$ cat config.mk
export PLATFORM = sky130hd
export DESIGN_NAME = spi_arbiter_flat
export DESIGN_NICKNAME = d
export VERILOG_FILES = /design/src/rtl/spi_pkg.sv /design/src/rtl/spi_arbiter_if.sv /design/src/rtl/spi_arbiter_rr_arb2.sv /design/src/rtl/spi_arbiter.sv /design/src/flat_wrapper.sv
export SDC_FILE = /design/constraint.sdc
export NUM_CORES = 1
export LEC_CHECK = 0
export CORE_MARGIN = 2
export CORE_UTILIZATION = 30
export DETAILED_ROUTE_END_ITERATION = 8
export PLACE_DENSITY = 0.74
export SYNTH_ARGS = -nofsm -noshare
export SYNTH_HDL_FRONTEND = slang
export SYNTH_SLANG_ARGS = --single-unit
$ cat constraint.sdc
create_clock -name clk -period 4.3 [get_ports clk]
set_input_delay 0.86 -clock clk [delete_from_list [all_inputs] [get_ports clk]]
set_output_delay 0.86 -clock clk [all_outputs]
set_load 0.02 [all_outputs]
$ cat src/rtl/spi_pkg.sv
// Shared definitions for the SPI chip-select arbiter: FSM state encoding,
// default timing constants and the chip-select pattern helper.
package spi_pkg;

   typedef enum logic [2:0] {
      S_IDLE  = 3'd0,
      S_SETUP = 3'd1,
      S_START = 3'd2,
      S_BUSY  = 3'd3,
      S_NEXT  = 3'd4,
      S_HOLD  = 3'd5
   } state_t;

   localparam int CS_SETUP_DEF   = 2;
   localparam int CS_HOLD_DEF    = 1;
   localparam int LOCK_LIMIT_DEF = 65535;

   // Active-low chip-select pattern selecting a single requester.
   function automatic logic [1:0] cs_pattern(input logic sel);
      return sel ? 2'b01 : 2'b10;
   endfunction

endpackage

$ cat src/rtl/spi_arbiter_if.sv
// Link between the arbiter and the SPI engine, plus the chip selects.
// master: arbiter side, slave: engine / device side.
interface spi_arbiter_if;
   logic        spi_start;
   logic        spi_fast;
   logic [31:0] spi_tx;
   logic        spi_rdy;
   logic [31:0] spi_rx;
   logic [1:0]  ss_n;

   modport master (output spi_start, spi_fast, spi_tx, ss_n,
                   input  spi_rdy, spi_rx);
   modport slave  (input  spi_start, spi_fast, spi_tx, ss_n,
                   output spi_rdy, spi_rx);
endinterface

$ cat src/rtl/spi_arbiter_rr_arb2.sv
// Two-way round-robin picker: on a tie the requester granted last loses.
module rr_arb2 (
   input  logic [1:0] req,
   input  logic       last,
   output logic       grant,
   output logic       valid
);

   // Pure combinational pick; the caller registers the result.
   always_comb begin
      valid = |req;
      grant = (req[0] & req[1]) ? ~last : req[1];
   end

endmodule

$ cat src/rtl/spi_arbiter.sv
// Two-requester SPI arbiter with chip-select setup/hold timing and
// transfer locking. Optional build macro SPI_ARB_LOCK_TIMEOUT_EN adds a
// lock-chain limit so a locking requester cannot starve the other one.
//
// state | meaning
// IDLE  | no chip select; arbitrate when a req is up and the engine is ready
// SETUP | chip select low, counting CS_SETUP cycles
// START | one-cycle start pulse to the engine
// BUSY  | waiting for engine rdy (first cycle ignored)
// NEXT  | done pulse visible; decide locked follow-on or release
// HOLD  | chip select held CS_HOLD cycles, then back to IDLE
module spi_arbiter
   import spi_pkg::*;
#(
   parameter int CS_SETUP = CS_SETUP_DEF,
   parameter int CS_HOLD  = CS_HOLD_DEF
`ifdef SPI_ARB_LOCK_TIMEOUT_EN
   ,
   parameter int LOCK_LIMIT = LOCK_LIMIT_DEF
`endif
) (
   input  logic         clk,
   input  logic         rst,
   input  logic         req0,
   input  logic         req1,
   input  logic         lock0,
   input  logic         lock1,
   input  logic         fast0,
   input  logic         fast1,
   input  logic [31:0]  tx0,
   input  logic [31:0]  tx1,
   output logic         done0,
   output logic         done1,
   output logic [31:0]  rx,
   spi_arbiter_if.master bus
);

   state_t     state, state_nxt;
   logic       grant, last;
   logic       arb_grant, arb_valid;
   logic       busy_first, lock_q, timeout;
   logic [3:0] cnt;
   logic [1:0] req_v, lock_v, done_q;

   assign req_v  = {req1, req0};
   assign lock_v = {lock1, lock0};
   assign done0  = done_q[0];
   assign done1  = done_q[1];

   rr_arb2 u_rr (
      .req   (req_v),
      .last  (last),
      .grant (arb_grant),
      .valid (arb_valid)
   );

`ifdef SPI_ARB_LOCK_TIMEOUT_EN
   logic [15:0] lock_cnt;

   // Count locked follow-on transfers within one grant; cleared between grants.
   always_ff @(posedge clk) begin
      if (rst || state == S_IDLE)
         lock_cnt <= '0;
      else if (state == S_NEXT && state_nxt == S_START && lock_cnt != 16'hFFFF)
         lock_cnt <= lock_cnt + 16'd1;
   end

   assign timeout = (lock_cnt >= 16'(LOCK_LIMIT - 1)) && req_v[~grant];
`else
   assign timeout = 1'b0;
`endif

   // State register.
   always_ff @(posedge clk) begin
      if (rst) state <= S_IDLE;
      else     state <= state_nxt;
   end

   // Next-state decision.
   always_comb begin
      state_nxt = state;
      case (state)
         S_IDLE:  if (arb_valid && bus.spi_rdy) state_nxt = S_SETUP;
         S_SETUP: if (cnt <= 4'd1) state_nxt = S_START;
         S_START: state_nxt = S_BUSY;
         S_BUSY:  if (!busy_first && bus.spi_rdy) state_nxt = S_NEXT;
         S_NEXT:  state_nxt = (lock_q && req_v[grant] && !timeout) ? S_START : S_HOLD;
         S_HOLD:  if (cnt <= 4'd1) state_nxt = S_IDLE;
         default: state_nxt = S_IDLE;
      endcase
   end

   // Grant, timing counter, receive capture and done pulses.
   always_ff @(posedge clk) begin
      if (rst) begin
         grant      <= 1'b0;
         last       <= 1'b1;
         cnt        <= '0;
         busy_first <= 1'b0;
         lock_q     <= 1'b0;
         done_q     <= '0;
         rx         <= '0;
      end else begin
         done_q <= '0;
         case (state)
            S_IDLE: begin
               if (arb_valid && bus.spi_rdy) begin
                  grant <= arb_grant;
                  cnt   <= 4'(CS_SETUP);
               end
            end
            S_SETUP: if (cnt > 4'd1) cnt <= cnt - 4'd1;
            S_START: busy_first <= 1'b1;
            S_BUSY: begin
               busy_first <= 1'b0;
               if (!busy_first && bus.spi_rdy) begin
                  rx            <= bus.spi_rx;
                  done_q[grant] <= 1'b1;
                  lock_q        <= lock_v[grant];
               end
            end
            S_NEXT: cnt <= 4'(CS_HOLD);
            S_HOLD: begin
               if (cnt > 4'd1) cnt <= cnt - 4'd1;
               else            last <= grant;
            end
            default: ;
         endcase
      end
   end

   // Engine-side outputs and chip selects; HOLD with an exhausted count
   // (CS_HOLD = 0) already releases the select.
   always_comb begin
      bus.spi_start = (state == S_START);
      bus.spi_fast  = grant ? fast1 : fast0;
      bus.spi_tx    = grant ? tx1 : tx0;
      bus.ss_n      = 2'b11;
      if (state != S_IDLE && !(state == S_HOLD && cnt == 4'd0))
         bus.ss_n = cs_pattern(grant);
   end

endmodule

$ cat src/flat_wrapper.sv
// flat-port wrapper written by rule: the top's interface ports become plain ports
module spi_arbiter_flat import spi_pkg::*;
#(
   parameter int CS_SETUP = CS_SETUP_DEF,
   parameter int CS_HOLD  = CS_HOLD_DEF

)
  (clk, rst, req0, req1, lock0, lock1, fast0, fast1, tx0, tx1, done0, done1, rx, bus_spi_start, bus_spi_fast, bus_spi_tx, bus_ss_n, bus_spi_rdy, bus_spi_rx);
  spi_arbiter_if bus_i ();
  input  logic clk;
  input  logic rst;
  input  logic req0;
  input  logic req1;
  input  logic lock0;
  input  logic lock1;
  input  logic fast0;
  input  logic fast1;
  input  logic [31:0] tx0;
  input  logic [31:0] tx1;
  output logic done0;
  output logic done1;
  output logic [31:0] rx;
  output wire logic [$bits(bus_i.spi_start)-1:0] bus_spi_start;
  output wire logic [$bits(bus_i.spi_fast)-1:0] bus_spi_fast;
  output wire logic [$bits(bus_i.spi_tx)-1:0] bus_spi_tx;
  output wire logic [$bits(bus_i.ss_n)-1:0] bus_ss_n;
  input wire logic [$bits(bus_i.spi_rdy)-1:0] bus_spi_rdy;
  input wire logic [$bits(bus_i.spi_rx)-1:0] bus_spi_rx;
  assign bus_spi_start = bus_i.spi_start;
  assign bus_spi_fast = bus_i.spi_fast;
  assign bus_spi_tx = bus_i.spi_tx;
  assign bus_ss_n = bus_i.ss_n;
  assign bus_i.spi_rdy = bus_spi_rdy;
  assign bus_i.spi_rx = bus_spi_rx;
  spi_arbiter #(.CS_SETUP(CS_SETUP), .CS_HOLD(CS_HOLD)) u_core (.clk(clk), .rst(rst), .req0(req0), .req1(req1), .lock0(lock0), .lock1(lock1), .fast0(fast0), .fast1(fast1), .tx0(tx0), .tx1(tx1), .done0(done0), .done1(done1), .rx(rx), .bus(bus_i));
endmodule
==> flow_metrics.py, run 1 <==
metrics = {
    "critical_path": {
        "worst_ep_arrival_time_ns": 2.40,
        "critical_path.max_stage_delay_ns": 0.72,
        "critPathTopFamily": "buffers and inverters",
        "cp-start-kind": "register",
        "cp_num_buf_inv": 2,
        "crit_path_cell_trace": "buf_4 > mux2_2 > clkdlybuf4s50_1",
        "critical_path_class": "reg -> out",
        "crit_fanout": 26,
        "worst_path_slowest_cell": "sky130_fd_sc_hd__dfxtp_1",
        "worst-endpoint-required_ns": 3.44,
        "setup.worst_path.end_class": "output pin",
    },
    "synthesis": {
        "synth_enable_flop_cells": 0,
        "post_synth_instance_area_um2": 2230,
        "post-synth-top-area-fraction_pct": 40.5,
        "synth_ff_type": "sky130_fd_sc_hd__dfxtp_1",
        "synth_most_common_cell": "sky130_fd_sc_hd__nand2_1",
        "synth.net_count": 372,
        "synth_area_leaders": "sky130_fd_sc_hd__dfxtp_1 40%, sky130_fd_sc_hd__mux2_2 17%, sky130_fd_sc_hd__nand2_1 11%",
        "synthesis.instances": 264,
        "number_of_warnings_printed_during_yosys_synthesis": 0,
        "async_flop_share_pct": 0,
        "syn_avg_cell_area_um2": 8.43,
        "number_of_distinct_standard_cells_referenced_by_the_synthesized_netlist": 38,
        "synth_top_cells_by_count": "68 x sky130_fd_sc_hd__nand2_1, 45 x sky130_fd_sc_hd__dfxtp_1, 39 x sky130_fd_sc_hd__a21oi_1, 34 x sky130_fd_sc_hd__mux2_2",
        "ffs_latches_synth": 45,
        "ys_seq_area_share_pct": 40.5,
        "yosysTopAreaCell": "sky130_fd_sc_hd__dfxtp_1",
    },
    "global_route": {
        "grt_pass1_wl_mm": 12.3,
        "grt.total_usage_pct": 18.5,
        "grt_start_max_net_pins": 27,
        "grt_overflow_total": 0,
        "grt_pass1_vias": 2388,
        "antenna_found_initial": 0,
    },
    "floorplan": {
        "pin_count": 175,
        "num_rows": 31,
        "floorplan.core_area_um2": 7210,
        "fp.dieArea_um2": 8120,
        "start_util_pct": 30.9,
        "die_width_um": 90.1,
        "floorplan.die.height_um": 90.1,
    },
    "drt": {
        "detailroute.via_count": 2416,
        "drtPass1Iterations": 4,
        "routedWlPerCell_um": 14.4,
        "routed_wire_length_mm": 7.60,
        "post_detailed_route_count_of_antenna_violating_nets": 0,
        "final_routed_drc_violation_total": 0,
        "drt_first_iter_violations": 99,
        "via_density": 4.58,
    },
    "power": {
        "power_density_nw_per_um2": 310,
        "p_sw_share_pct": 33.8,
        "total_switching_power_w": 0.000431,
        "power.leakage_nw": 1.44,
        "clockPowerShare_pct": 19.2,
        "p_int_w": 0.000843,
        "seqPwrFrac_pct": 39.6,
        "power.combinational.fraction_pct": 41.1,
        "maximum_resistive_drop_on_vdd_mv": 0.174,
    },
    "timing": {
        "grt_setup_unrepaired": "no",
        "tns_ns": 0,
        "worst_clock_skew_ns": 0.00611,
        "layout_min_cycle_time_ns": 3.26,
        "maxSlewHeadroom_pct": 46.3,
        "timing.final.hold_violations": 0,
        "fmax_ghz": 0.307,
        "worst-slew-pin-transition_ns": 0.802,
        "hold-worst-slack_ns": 0.457,
        "timing.final.max_slew_violations": 0,
        "fin_crit_sh_pct": 75.9,
        "report.final.setup_viol": 0,
    },
    "clocking": {
        "post_cts_hold_buffer_count": 0,
        "tritoncts_clock_tree": "done",
        "max-clock-path-buffers": 2,
        "worstSkewPairLatency_ns": 0.29,
        "cts.sink_count": 45,
        "inserted_clock_buffers": 5,
        "worst_setup_hold_path_clk_slew_ns": 0.08,
        "postCtsSetupRepairBufs": 0,
        "cts_resized": 0,
        "cts.htree.levels": 2,
        "clock_tree_root_driver_cell": "sky130_fd_sc_hd__clkbuf_8",
    },
    "placed_design": {
        "placed_wire_length_estimate_mm": 5.98,
        "gp_congestion": 0.734,
        "io_buffers": 174,
    },
    "flow_run": {
        "cap_violations": 0,
    },
    "finish": {
        "syn_to_final_growth_pct": 84.5,
        "final_layout_size_suffix_gt1_share_pct": 11.2,
        "nets": 537,
        "diodes": 0,
    },
    "worst_hold_path": {
        "hold_class": "reg -> reg",
    },
    "outcome": {
        "run_status": "finished clean",
    },
}
metrics by stage:
stage	instance area [µm²]	power, W	worst slack [ns]	cells	utilization [%]
after floorplan	2230	0.000802	2.18	264	-
after global routing	4110	0.00136	0.905	527	56.9
after detailed placement	4030	0.00104	1.35	521	55.9
after global placement	4030	0.00103	1.32	521	55.9
after CTS	4110	0.00128	1.04	527	56.9
final	4110	0.00127	1.04	527	56.9
flip-flops by register name, summed over array words and instances (netlist names):
signal and count:
u_core.busy_first 1, u_core.cnt 4, u_core.done_q 2, u_core.grant 1
u_core.last 1, u_core.lock_q 1, u_core.rx 32, u_core.state 3
worst paths after layout:
kind                   start              to  slack (ns)  depth (start not counted)
min            u_core.rx[29]   u_core.rx[29]        0.46                          2
max             u_core.grant  bus_spi_tx[23]        1.04                          3
max reg2reg  u_core.state[1]    u_core.rx[6]        2.31                          4
min reg2reg    u_core.rx[29]   u_core.rx[29]        0.46                          2
layer usage:
| layer | vias to the layer above | wire (µm) | track usage [%] |
|---|---|---|---|
| met5 | - | 0 | 0 |
| met4 | 0 | 127 | 5.00 |
| met3 | 12 | 427 | 5.20 |
| met2 | 66 | 3870 | 31.6 |
| met1 | 1110 | 3180 | 22.9 |
| li1 | 1228 | - | - |
logic make-up after synthesis:
kind of cell               Yosys count  share of synthesized area, %
xor gates and xnor gates             1                         0.394
muxes                               38                          19.0
adders and majority gates            3                          1.69
AOI/OAI and AO/OA                   55                          14.4
DFF                                 45                          40.5
and+or+nand+nor                     97                          19.2
buffers and inverters               25                          4.78
cells in the final DEF (no fill, tap or decap), types with 2 or more instances in the layout:
master,count
sky130_fd_sc_hd__mux2i_1,4
sky130_fd_sc_hd__dfxtp_1,45
sky130_fd_sc_hd__inv_1,5
sky130_fd_sc_hd__buf_4,4
sky130_fd_sc_hd__ha_1,3
sky130_fd_sc_hd__o21ai_0,2
sky130_fd_sc_hd__nor3_1,5
sky130_fd_sc_hd__nand2_1,68
sky130_fd_sc_hd__mux2_2,34
sky130_fd_sc_hd__nor2_1,9
sky130_fd_sc_hd__nand2b_1,3
sky130_fd_sc_hd__clkbuf_8,5
sky130_fd_sc_hd__clkdlybuf4s50_1,174
sky130_fd_sc_hd__a21oi_1,39
sky130_fd_sc_hd__nand4_1,2
sky130_fd_sc_hd__o21ai_1,2
worst min-delay path, cell delays in order (launching register included):
cell	delay (ns)
sky130_fd_sc_hd__dfxtp_1	0.31
sky130_fd_sc_hd__nand2_1	0.05
sky130_fd_sc_hd__a21oi_1	0.05
power groups by stage:
| stage | Combinational, W | Clock, W | Sequential (W) |
|---|---|---|---|
| floorplan | 0.000302 | 0 | 0.000500 |
| global placement | 0.000515 | 0 | 0.000513 |
| detailed placement | 0.000523 | 0 | 0.000515 |
| CTS | 0.000527 | 0.000252 | 0.000506 |
| global route | 0.000573 | 0.000271 | 0.000515 |
| finish | 0.000524 | 0.000245 | 0.000505 |
cell type report:
type                            count  area [µm²]
Timing Repair Buffer              178        1770
Clock buffer                        5        68.8
Clock inverter                      1        5.00
Sequential cell                    45         901
Tap cell                           99         124
Fill cell                         677        3110
Inverter                            5        18.8
Multi-Input combinational cell    194        1220
Note: power is estimated with default switching activity, not from simulation.
==> run 2: changes to the inputs <==
==> constraint.sdc (replaced) <==
create_clock -name clk -period 3.1 [get_ports clk]
set_input_delay 0.62 -clock clk [delete_from_list [all_inputs] [get_ports clk]]
set_output_delay 0.62 -clock clk [all_outputs]
set_load 0.02 [all_outputs]
==> run 2 against run 1 <==
Compared with the run above:
- global-route usage decreased by 0.24 points
- register-to-register slack worse by 0.98 ns
- largest power group unchanged
- critical path depth is 1 higher
- largest cell class unchanged
- sequential share of layout area shrank 0.25 points
- design area increased by 1.2%
- via count is 0.37% higher
- sequential power rose by 36%
- first-iteration DRC count fell by 5.1%
- clock power is 44% higher
- die area is the same
- combinational power increased by 44%
==> flow_metrics.py, run 2 (synthesis gave the netlist of run 1 again) <==
metrics = {
    "timing": {
        "grt_setup_unrepaired": "no",
        "tns_ns": 0,
        "timing.final.max_slew_violations": 0,
        "worst_clock_skew_ns": 0.00629,
        "timing.final.hold_violations": 0,
        "layout_min_cycle_time_ns": 2.60,
        "worst-slew-pin-transition_ns": 0.473,
        "report.final.setup_viol": 0,
        "worst_slack_ns": 0.496,
        "maxSlewHeadroom_pct": 68.3,
        "fmax_ghz": 0.384,
        "fin_crit_sh_pct": 84.0,
    },
    "critical_path": {
        "worst_ep_arrival_time_ns": 1.98,
        "setup.worst_path.end_class": "output pin",
        "cp-start-kind": "register",
        "worst-endpoint-required_ns": 2.48,
        "critical_path_class": "reg -> out",
        "crit_fanout": 15,
    },
    "floorplan": {
        "floorplan.die.height_um": 90.1,
        "die_width_um": 90.1,
        "fp.dieArea_um2": 8120,
        "start_util_pct": 30.9,
        "num_rows": 31,
        "pin_count": 175,
        "floorplan.core_area_um2": 7210,
    },
    "finish": {
        "mostFrequentLayoutCells": "174 x sky130_fd_sc_hd__clkdlybuf4s50_1, 68 x sky130_fd_sc_hd__nand2_1, 45 x sky130_fd_sc_hd__dfxtp_1",
        "final_layout_size_suffix_gt1_share_pct": 12.2,
        "layout_top_registers": "u_core.rx (32), u_core.cnt (4), u_core.state (3)",
        "largest-register": "u_core.rx",
        "syn_to_final_growth_pct": 86.7,
        "diodes": 0,
        "mostFrequentLayoutCell": "sky130_fd_sc_hd__clkdlybuf4s50_1",
        "nets": 542,
        "largest_reg_flops": 32,
    },
    "drt": {
        "drt_first_iter_violations": 94,
        "post_detailed_route_count_of_antenna_violating_nets": 0,
        "detailroute.via_count": 2425,
        "routed_wire_length_mm": 7.76,
        "via_density": 4.54,
        "drtPass1Iterations": 4,
        "final_routed_drc_violation_total": 0,
        "routedWlPerCell_um": 14.5,
    },
    "placed_design": {
        "io_buffers": 174,
        "dp_slack_ns": 0.616,
        "placed_wire_length_estimate_mm": 6.01,
        "gp_congestion": 0.757,
    },
    "clocking": {
        "clock_tree_root_driver_cell": "sky130_fd_sc_hd__clkbuf_8",
        "cts.sink_count": 45,
        "max-clock-path-buffers": 2,
        "worstSkewPairLatency_ns": 0.30,
        "post_cts_hold_buffer_count": 0,
        "tritoncts_clock_tree": "done",
        "inserted_clock_buffers": 5,
        "worst_setup_hold_path_clk_slew_ns": 0.08,
        "cts.htree.levels": 2,
        "postCtsSetupRepairBufs": 0,
        "cts_resized": 0,
    },
    "global_route": {
        "grt_pass1_wl_mm": 12.0,
        "grt_start_max_net_pins": 26,
        "grt.total_usage_pct": 18.3,
        "grt_pass1_vias": 2393,
        "grt_overflow_total": 0,
        "antenna_found_initial": 0,
    },
    "power": {
        "power_density_nw_per_um2": 432,
        "maximum_resistive_drop_on_vdd_mv": 0.206,
        "power.leakage_nw": 1.47,
    },
    "outcome": {
        "run_status": "finished clean",
    },
    "worst_hold_path": {
        "hold_class": "reg -> reg",
    },
    "flow_run": {
        "cap_violations": 0,
    },
}
run 2: changes by cell type in the layout (fill, tap and decap cells not counted):
| cell | before | now |
|---|---|---|
| sky130_fd_sc_hd__buf_4 | 4 | 9 |
| sky130_fd_sc_hd__clkbuf_1 | 0 | 2 |
| sky130_fd_sc_hd__clkinv_2 | 1 | 0 |
| sky130_fd_sc_hd__clkinvlp_4 | 0 | 1 |
run 2: final cells by class:
| cell class | instances | area (µm²) |
|---|---|---|
| fill | 685 | 3060 |
| timing repair buffer | 183 | 1810 |
| multi-input combinational | 194 | 1220 |
| sequential | 45 | 901 |
| tap | 99 | 124 |
| clock buffer | 7 | 76.3 |
| inverter | 5 | 18.8 |
| clock inverter | 1 | 7.51 |
run 2: final timing paths:
check                       start             to  depth (start not counted)  slack [ns]
setup / recovery  u_core.state[2]    bus_ss_n[1]                          4        0.50
hold / removal       u_core.rx[0]   u_core.rx[0]                          2        0.46
setup reg to reg    u_core.cnt[0]  u_core.cnt[0]                          6        1.33
hold reg to reg      u_core.rx[0]   u_core.rx[0]                          2        0.46
run 2: stage by stage:
step                util (%)  power (W)  hold WS [ns]  cell area (µm²)  std cells
CTS                     57.6    0.00182         0.458             4160        534
finish                  57.6    0.00180         0.455             4160        534
global placement        56.4    0.00144         0.442             4070        526
detailed placement      56.4    0.00146         0.446             4070        526
global route            57.6    0.00190         0.481             4160        534
floorplan                  -    0.00111         0.440             2230        264
run 2: critical path, stage by stage (launching register included):
cell and delay (ns):
sky130_fd_sc_hd__dfxtp_1 0.61, sky130_fd_sc_hd__nor2_1 0.19, sky130_fd_sc_hd__a31oi_1 0.24, sky130_fd_sc_hd__o21ai_0 0.10, sky130_fd_sc_hd__clkdlybuf4s50_1 0.55
run 2: power by group:
part | internal [W] | leakage, nW | switching [W] | total [W]
logic | 0.000405 | 1.07 | 0.000352 | 0.000757
registers | 0.000628 | 0.364 | 0.0000579 | 0.000686
clock network | 0.000160 | 0.0385 | 0.000194 | 0.000354
total | 0.00119 | 1.47 | 0.000604 | 0.00180
run 2: layer usage:
metal	track usage, %	vias to the layer above	wire [µm]
li1	-	1242	-
met1	21.3	1108	3200
met2	32.6	67	4040
met3	4.86	8	413
met4	5.64	0	102
met5	0	-	0
==> run 3: changes to the inputs <==
==> constraint.sdc (replaced) <==
create_clock -name clk -period 2.6 [get_ports clk]
set_input_delay 0.52 -clock clk [delete_from_list [all_inputs] [get_ports clk]]
set_output_delay 0.52 -clock clk [all_outputs]
set_load 0.02 [all_outputs]
==> run 3 against run 2 <==
Compared with the run above:
- register-to-register slack worse by 0.49 ns
- critical path depth stayed put
- sequential power is 17% higher
- clock-buffer cell count stayed put
- routed wire length is 0.28% higher
- combinational power is 24% higher
- non-clock buffer count is 3 higher
- sequential cell count stayed put
- hold slack better by 0.00080 ns
- via count is 0.99% higher
- cell count is 0.56% higher
- die area stayed put
- critical endpoint unchanged
- critical path type unchanged
==> flow_metrics.py, run 3 (synthesis gave the netlist of run 1 again) <==
metrics = {
    "drt": {
        "detailroute.via_count": 2449,
        "drt_first_iter_violations": 76,
        "routedWlPerCell_um": 14.5,
        "post_detailed_route_count_of_antenna_violating_nets": 0,
        "routed_wire_length_mm": 7.78,
        "drtPass1Iterations": 4,
        "final_routed_drc_violation_total": 0,
        "via_density": 4.56,
    },
    "critical_path": {
        "r2r-start": "u_core.cnt[0]",
        "crit_fanout": 7,
        "critical_path_class": "reg -> out",
        "timing.reg2reg.worst_path_depth": 6,
        "worst-endpoint-required_ns": 2.08,
        "cp-start-kind": "register",
        "worst_ep_arrival_time_ns": 1.93,
        "worst_setup_path_startpoint": "u_core.state[0]",
        "regToRegSetupSlack_ns": 0.84,
        "worstSetupEndpoint": "bus_ss_n[1]",
        "setup.worst_path.end_class": "output pin",
        "worstReg2RegEnd": "u_core.cnt[0]",
    },
    "power": {
        "total_switching_power_w": 0.000727,
        "p_sw_share_pct": 33.6,
        "power.combinational.fraction_pct": 43.5,
        "p_int_w": 0.00144,
        "power.leakage_nw": 1.48,
        "power_density_nw_per_um2": 518,
        "maximum_resistive_drop_on_vdd_mv": 0.291,
        "clockPowerShare_pct": 19.4,
        "seqPwrFrac_pct": 37.2,
    },
    "timing": {
        "worst-slew-pin-transition_ns": 0.461,
        "fmax_ghz": 0.409,
        "maxSlewHeadroom_pct": 69.0,
        "report.final.setup_viol": 0,
        "grt_setup_unrepaired": "no",
        "timing.final.hold_violations": 0,
        "worst_clock_skew_ns": 0.00701,
        "tns_ns": 0,
        "timing.final.max_slew_violations": 0,
        "fin_crit_sh_pct": 94.1,
        "layout_min_cycle_time_ns": 2.45,
    },
    "finish": {
        "mostFrequentLayoutCells": "174 x sky130_fd_sc_hd__clkdlybuf4s50_1, 68 x sky130_fd_sc_hd__nand2_1, 45 x sky130_fd_sc_hd__dfxtp_1",
        "num-fill-cells": 688,
        "layout_top_registers": "u_core.rx (32), u_core.cnt (4), u_core.state (3)",
        "mostFrequentLayoutCell": "sky130_fd_sc_hd__clkdlybuf4s50_1",
        "finalCoreUtilization_pct": 57.9,
        "diodes": 0,
        "final_layout_size_suffix_gt1_share_pct": 12.8,
        "largest-register": "u_core.rx",
        "syn_to_final_growth_pct": 87.7,
        "nets": 545,
        "largest_reg_flops": 32,
    },
    "clocking": {
        "cts.sink_count": 45,
        "tritoncts_clock_tree": "done",
        "inserted_clock_buffers": 5,
        "worstSkewPairLatency_ns": 0.29,
        "cts.htree.levels": 2,
        "post_cts_hold_buffer_count": 0,
        "max-clock-path-buffers": 2,
        "worst_setup_hold_path_clk_slew_ns": 0.08,
        "clock_tree_root_driver_cell": "sky130_fd_sc_hd__clkbuf_8",
    },
    "floorplan": {
        "fp.dieArea_um2": 8120,
        "floorplan.core_area_um2": 7210,
        "pin_count": 175,
        "num_rows": 31,
        "floorplan.die.height_um": 90.1,
        "die_width_um": 90.1,
        "start_util_pct": 30.9,
    },
    "global_route": {
        "grt_start_max_net_pins": 29,
        "grt.total_usage_pct": 18.6,
        "grt_overflow_total": 0,
        "grt_pass1_vias": 2476,
        "antenna_found_initial": 0,
        "grt_pass1_wl_mm": 12.3,
    },
    "worst_hold_path": {
        "hold_class": "reg -> reg",
        "start_point_of_the_worst_hold_path": "u_core.rx[0]",
    },
    "placed_design": {
        "io_buffers": 174,
        "gp_congestion": 0.723,
        "placed_wire_length_estimate_mm": 6.07,
    },
    "outcome": {
        "run_status": "finished clean",
    },
    "flow_run": {
        "cap_violations": 0,
    },
}
==> run 3: critical path, cell delays in order (launching register included) <==
cell                              delay, ns
sky130_fd_sc_hd__dfxtp_1               0.46
sky130_fd_sc_hd__nor3b_4               0.27
sky130_fd_sc_hd__a31oi_1               0.15
sky130_fd_sc_hd__o21ai_0               0.15
sky130_fd_sc_hd__clkdlybuf4s50_1       0.62
==> run 3: final cells by class <==
class	count	area, µm²	area share [%]
multi-input combinational	194	1220	29.2
clock inverter	1	7.51	0.180
tap	99	124	2.96
inverter	5	18.8	0.449
sequential	45	901	21.6
timing repair buffer	186	1830	43.8
clock buffer	7	76.3	1.83
==> run 3: metrics by stage <==
stage | cells | hold WS [ns] | setup WS, ns | instance area, µm² | power [W]
finish | 537 | 0.456 | 0.154 | 4180 | 0.00216
global route | 537 | 0.473 | 0.0200 | 4180 | 0.00230
CTS | 536 | 0.458 | 0.0674 | 4170 | 0.00218
detailed placement | 528 | 0.448 | 0.303 | 4090 | 0.00175
global placement | 528 | 0.442 | 0.299 | 4090 | 0.00173
floorplan | 264 | 0.440 | 0.819 | 2230 | 0.00133
==> run 3: worst min path at each step <==
stage / cells past startpoint / slack (ns) / end
final: 2 / 0.46 / u_core.rx[0]
after global routing: 2 / 0.47 / u_core.rx[5]
after detailed placement: 2 / 0.45 / u_core.rx[6]
after floorplan: 2 / 0.44 / u_core.last
after CTS: 2 / 0.46 / u_core.rx[20]
after global placement: 2 / 0.44 / u_core.rx[6]
==> run 3: layer usage <==
layer	vias to the layer above	part of all wire (%)	GRT usage (%)
met4	0	0.57	3.85
met2	59	52	33.1
li1	1247	-	-
met1	1139	42	22.7
met5	-	0	0
met3	4	4.8	4.69
==> run 3: repair_timing <==
item	in CTS	in global routing
resized for setup	0	0
setup endpoints to repair	0	2
buffers inserted	0	1
==> run 3: power by group through the flow <==
stage          Sequential [W]  Clock [W]  Combinational, W
2_1_floorplan        0.000828          0          0.000499
3_3_place_gp         0.000816          0          0.000910
3_5_place_dp         0.000820          0          0.000927
4_1_cts              0.000805   0.000436          0.000935
5_1_grt              0.000813   0.000467           0.00102
6_report             0.000804   0.000420          0.000940
